`src/rtl/ready_fifo.sv`:
```
// Receive-side FWFT buffer terminating a ready-driven pipeline; ready_o drops early
// enough that SKID late beats still fit.
module ready_fifo #(
    parameter int unsigned WIDTH = 32,
    parameter int unsigned DEPTH = 8,
    parameter int unsigned SKID  = 2
) (
    input  logic                       clk,
    input  logic                       reset,
    input  logic                       valid_i,
    input  logic [WIDTH-1:0]           data_i,
    output logic                       ready_o,
    output logic                       valid_o,
    output logic [WIDTH-1:0]           data_o,
    input  logic                       ready_i,
    output logic [$clog2(DEPTH+1)-1:0] count_o,
    output logic                       overflow_o
);

    localparam int unsigned CW = $clog2(DEPTH + 1);
    localparam int unsigned PW = (DEPTH > 1) ? $clog2(DEPTH) : 1;

    logic [WIDTH-1:0] mem_q [DEPTH];
    logic [PW-1:0]    wr_ptr_q, wr_ptr_d;
    logic [PW-1:0]    rd_ptr_q, rd_ptr_d;
    logic [CW-1:0]    count_q, count_d;
    logic             ready_q, ready_d;
    logic             overflow_q, overflow_d;
    logic             push, pop, full;

    // Next-state: a push into a full FIFO is legal only when a pop frees the slot
    always_comb begin
        pop        = valid_o & ready_i;
        full       = (count_q == CW'(DEPTH));
        push       = valid_i & (~full | pop);
        wr_ptr_d   = wr_ptr_q;
        rd_ptr_d   = rd_ptr_q;
        overflow_d = overflow_q | (valid_i & full & ~pop);
        if (push) begin
            wr_ptr_d = (wr_ptr_q == PW'(DEPTH - 1)) ? '0 : wr_ptr_q + PW'(1);
        end
        if (pop) begin
            rd_ptr_d = (rd_ptr_q == PW'(DEPTH - 1)) ? '0 : rd_ptr_q + PW'(1);
        end
        count_d = count_q + CW'(push) - CW'(pop);
        ready_d = (DEPTH - 32'(count_d)) > SKID;
    end

    always_ff @(posedge clk or posedge reset) begin
        if (reset) begin
            wr_ptr_q   <= '0;
            rd_ptr_q   <= '0;
            count_q    <= '0;
            ready_q    <= 1'b1;
            overflow_q <= 1'b0;
        end else begin
            wr_ptr_q   <= wr_ptr_d;
            rd_ptr_q   <= rd_ptr_d;
            count_q    <= count_d;
            ready_q    <= ready_d;
            overflow_q <= overflow_d;
        end
    end

    // Storage is deliberately left out of reset
    always_ff @(posedge clk) begin
        if (push) begin
            mem_q[wr_ptr_q] <= data_i;
        end
    end

    assign valid_o    = (count_q != '0);
    assign data_o     = mem_q[rd_ptr_q];
    assign count_o    = count_q;
    assign ready_o    = ready_q;
    assign overflow_o = overflow_q;

endmodule

```
`config.mk`:
```
export PLATFORM = sky130hd
export DESIGN_NAME = ready_fifo
export DESIGN_NICKNAME = d
export VERILOG_FILES = /design/src/rtl/ready_fifo.sv
export SDC_FILE = /design/constraint.sdc
export NUM_CORES = 1
export LEC_CHECK = 0
export CORE_MARGIN = 4
export CORE_UTILIZATION = 52
export CTS_CLUSTER_SIZE = 10
export DETAILED_ROUTE_END_ITERATION = 10
export PLACE_DENSITY_LB_ADDON = 0.25
export SYNTH_ARGS = -nofsm -noshare
export SYNTH_HDL_FRONTEND = slang
export SYNTH_SLANG_ARGS = --single-unit
```
`constraint.sdc`:
```
create_clock -name clk -period 4.4 [get_ports clk]
set_input_delay 0.88 -clock clk [delete_from_list [all_inputs] [get_ports clk]]
set_output_delay 0.88 -clock clk [all_outputs]
set_load 0.02 [all_outputs]
```
Word-level counts from Yosys, hierarchy flattened
Memories as Yosys holds them, arrays and structs flattened.
Cells that the tools add are included.
Storage, ports and cells
  RAM bits: 256
  memories: 1
  register bits after elaboration: 12
Memory list
  mem_q: words 8, width 32, rd ports 1, clocked after Yosys merged registers in 0, write ports 1, line 23  | logic [WIDTH-1:0] mem_q [DEPTH];
Cells by class
  $lt $le $gt $ge: 1
  multiplexer cells: 4
  equal/unequal tests: 3
  bitwise gates (word level): 8
  $add $sub $neg: 5
  reduce and logical (&&, ||, !) cells: 1
Operator list (count)
  greater-than comparator 32 x 2 -> 1 bit, second input constant: 1
  adder 3 x 1 -> 3 bit, second input constant: 2
  equality test 3 bit, second input constant: 2
  2-to-1 mux 3 bit: 2
  subtractor 4 x 4 -> 5 bit, first input constant: 1
  adder 4 x 1 -> 4 bit: 1
  AND 1 bit: 4
  equality test 4 bit, second input constant: 1
  nonzero test 4 bit: 1
  subtractor 4 x 1 -> 4 bit: 1
  2-to-1 mux 1 bit: 2
  inverter 1 bit: 2
  OR 1 bit: 2

Depth between registers and ports, before layout
Gate-level depths: netlist of the first run.
  depth in word-level cells: 8
  depth in mapped cells: 13

Least setup slack after synthesis of the first run
Ideal clock, no wire load.
  path kind: input-to-reg
  from: input port ready_i
  to: memory mem_q[0][0] (enable)
  data arrival time: 4.404 ns
  setup slack: -0.505 ns
  stages on the path: 4
  cells stage by stage: nand2b_1 -> a31o_2 -> buf_2 -> nor4_1
On the way
  cells in the longest elaborated chain, start to end: 5
RTL lines
  start, declared: line 15  | input logic ready_i,
  AND 1 bit: line 33  | pop = valid_o & ready_i;
  OR 1 bit: line 35  | push = valid_i & (~full | pop);
  AND 1 bit: line 35
  2-to-1 mux 1 bit: line 67  | if (push) begin
  2-to-1 mux 1 bit (not written as such): line 68  | mem_q[wr_ptr_q] <= data_i;
  end, declared: line 23
No other way between the ends.

Worst setup path after layout of the first run
  from: register rd_ptr_q[0]
  to: output port data_o[24]
On the way
  cells in the longest elaborated chain, start to end: 1
RTL lines
  start, declared: line 25  | logic [PW-1:0] rd_ptr_q, rd_ptr_d;
  start signal, assigned: line 58  | rd_ptr_q <= rd_ptr_d;
  memory (8 x 32 bit)
  end, declared: line 14  | output logic [WIDTH-1:0] data_o,
No other way between the ends.

==> flow_summary_export.csv, run 1 <==
group,metric,value,unit
final_layout,drive_above_1_share,0.283,
sta,timing.max_slew.rel_slack,0.283,
synthesis,synthCells,452,
final_layout,fillers,1332,
setup_path,crit_slowest_cell,"dfrtp_4",
power_and_ir_drop,leakagePower,4.04,nW
sta,maxSlewViolCount,0,
clock_tree,cts_setup_buffers,0,
floorplanning,die_area,22300,um2
clock_tree,cts_root_buf,"clkbuf_16",
sta,setup_ws,425,ps
route,via_per_inst,5.77,
clock_tree,cts_tree,"yes",
job,max_cap_viol_count,0,
synthesis,synth_area_leaders,"edfxtp_1, mux4_2, mux2_2",
floorplanning,num_io_pins,75,
clock_tree,clock-sinks,268,
clock_tree,hold_buffers,0,
sta,worst_pin_slew,1070,ps
setup_path,cp_cell_sequence,"buf_4, mux4_2, mux2_2, clkdlybuf4s50_1",
sta,setup_viol,0,
route,drcViolationCount,0,
power_and_ir_drop,peakVddDrop,0.474,mV
clock_tree,clock_latency,540,ps
global_routing,grt-ovfl-total,0,
setup_path,worstPathMaxFanout,26,
sta,tns,0,ps
synthesis,ys_ff_latch,268,
power_and_ir_drop,power.density,691,nW/um2
setup_path,crit_start,"rd_ptr_q[0]",
route,vias,4793,
synthesis,yosysTopAreaCell,"edfxtp_1",
synthesis,yosysSeqAreaShare,0.769,
route,drt_first_iter_violations,204,
route,ant_nets,0,
min_path,hp-start,"overflow_o",
min_path,hold_class,"reg -> reg",
setup_path,cp.required,3520,ps
setup_path,max_stage_delay,760,ps
final_layout,num_antenna_cells,0,
setup_path,crit_path_start_kind,"flop",
final_layout,nNetsFinal,604,
global_routing,grt_max_degree,35,
clock_tree,cts_inserted_buffers,31,
clock_tree,post_cts_resized,0,
setup_path,end_kind,"primary output",
floorplanning,rows,51,
synthesis,yosys.area.top_type_share,0.740,
placement,dp_hpwl,10600,um
placement,place_congestion,0.736,
setup_path,crit_type,"reg -> out",
global_routing,grt_antenna_before_repair,1,
sta,fmax,252,MHz
floorplanning,core,19600,um2
setup_path,worstReg2RegStart,"count_o[2]",
global_routing,grt_pass1_vias,5150,
power_and_ir_drop,p_total,0.00857,W
global_routing,grt_usage,0.177,
floorplanning,fp.dieW,149,um
placement,port_buffers,74,
floorplanning,initial_core_util,0.531,
sta,period_share,0.903,
synthesis,syn_nets,501,
sta,finalHoldViolCount,0,
synthesis,yosysWarnings,0,
route,wl,18900,um
route,wl_per_cell,22.7,um
synthesis,netlist_area,10400,um2
global_routing,grt_pass1_wl,29900,um
sta,finalCriticalPeriod,3970,ps
synthesis,ys_types,33,
placement,dp_worst_setup_slack,564,ps
route,drt-pass1-iter-count,4,
floorplanning,chipHeight,149,um
synthesis,syn_area_per_cell,23.0,um2
sta,skew,13.6,ps
clock_tree,h-tree-depth,1,
clock_tree,path_clk_slew,50,ps
run_status,outcome,"finished, final reports clean",
setup_path,arrival,3090,ps
sta,rsz0062_at_grt,"false",
clock_tree,clockBufferDepth,3,
final_layout,area_growth,19.4,%
per-layer routing:
layer / share of wire / GRT usage / vias up
li1: - / - / 2088
met1: 0.43 / 0.243 / 2565
met4: 0.018 / 0.0403 / 2
met3: 0.047 / 0.0398 / 31
met5: 0.00069 / 0 / -
met2: 0.50 / 0.296 / 107
stage by stage:
step           hold slack, ps  std cells  cell area [um2]  utilization
3_3_place_gp              467        787            11600        0.591
2_1_floorplan             558        452            10400            -
5_1_grt                   489        831            12400        0.634
3_5_place_dp              457        787            11600        0.591
6_report                  462        831            12400        0.634
4_1_cts                   473        831            12400        0.634
flip-flops by register name (all words and copies together), names as in the netlist:
name	count
count_o	4
mem_q	256
overflow_o	1
rd_ptr_q	3
ready_o	1
wr_ptr_q	3
critical path: cells and delay by family (launching register included):
kind	cells	cell delay [ps]
flip-flops	1	760
buffers and inverters	2	940
multiplexers	2	840
cell type report:
class | count | area [um2] | share of cell area
clock inverters | 3 | 21.3 | 0.00171
inverters | 12 | 45.0 | 0.00363
multi-input cells | 153 | 2300 | 0.185
well taps | 265 | 332 | 0.0267
flip-flops and latches | 268 | 8000 | 0.644
repair buffers | 89 | 903 | 0.0728
clock buffers | 41 | 813 | 0.0655
power by group:
part	internal, W	switching [W]	total (W)
clock network	0.00127	0.000876	0.00214
logic	0.00152	0.00136	0.00288
registers	0.00322	0.000326	0.00355
final timing paths:
check	end	slack, ps	cells past startpoint
setup / recovery	data_o[24]	430	4
hold / removal	overflow_o	460	1
setup reg to reg	ready_o	1000	13
hold reg to reg	overflow_o	460	1
max in group asynchronous	rd_ptr_q[0]	3380	2
min in group asynchronous	wr_ptr_q[1]	660	2
cells in the final DEF, fill, tap and decap left out, types with 8 or more instances in the layout:
cell,Yosys,final
edfxtp_1,256,256
clkdlybuf4s50_1,0,74
mux4_2,64,64
mux2_2,33,33
clkbuf_16,0,31
inv_1,12,12
ha_1,12,12
buf_4,0,11
clkbuf_1,8,10
dfrtp_1,11,8
cells by family after synthesis:
family,after synthesis,share of synthesized area
xor+xnor,1,0.000843
mux,98,0.176
simple gates,30,0.0158
flops,268,0.769
compound gates,11,0.00734
fa+ha+maj,13,0.0164
buf+inv,31,0.0155
Yosys cell counts:
library cell  number
and3b_1            1
or2_2              1
inv_1             12
dfstp_2            1
dfrtp_1           11
mux2_2            33
o22ai_1            1
a31o_2             1
nor4_1             2
ha_1              12
o21ai_0            3
nor2_1             4
or3b_2             1
fa_1               1
buf_6              5
nand2_1            4
edfxtp_1         256
a22o_1             1
a21boi_0           1
xnor2_1            1
a41o_1             1
nand3_1            3
buf_2              6
clkbuf_1           8
nand4_1            1
mux4_2            64
or3_1              1
nor3_1             6
mux2_1             1
a21o_1             2
a21oi_1            1
nand2b_1           5
and4_1             1
(Power assumes the default switching activity.)
==> inputs of run 2 (changes only) <==
--- a/config.mk
+++ b/config.mk
@@ -10,6 +10,7 @@
 export CTS_CLUSTER_SIZE = 10
 export DETAILED_ROUTE_END_ITERATION = 10
 export PLACE_DENSITY_LB_ADDON = 0.25
+export SKIP_LAST_GASP = 1
 export SYNTH_ARGS = -nofsm -noshare
 export SYNTH_HDL_FRONTEND = slang
 export SYNTH_SLANG_ARGS = --single-unit
==> results of run 2 <==
No change in the layout: final DEF, timing and power equal those of run 1.
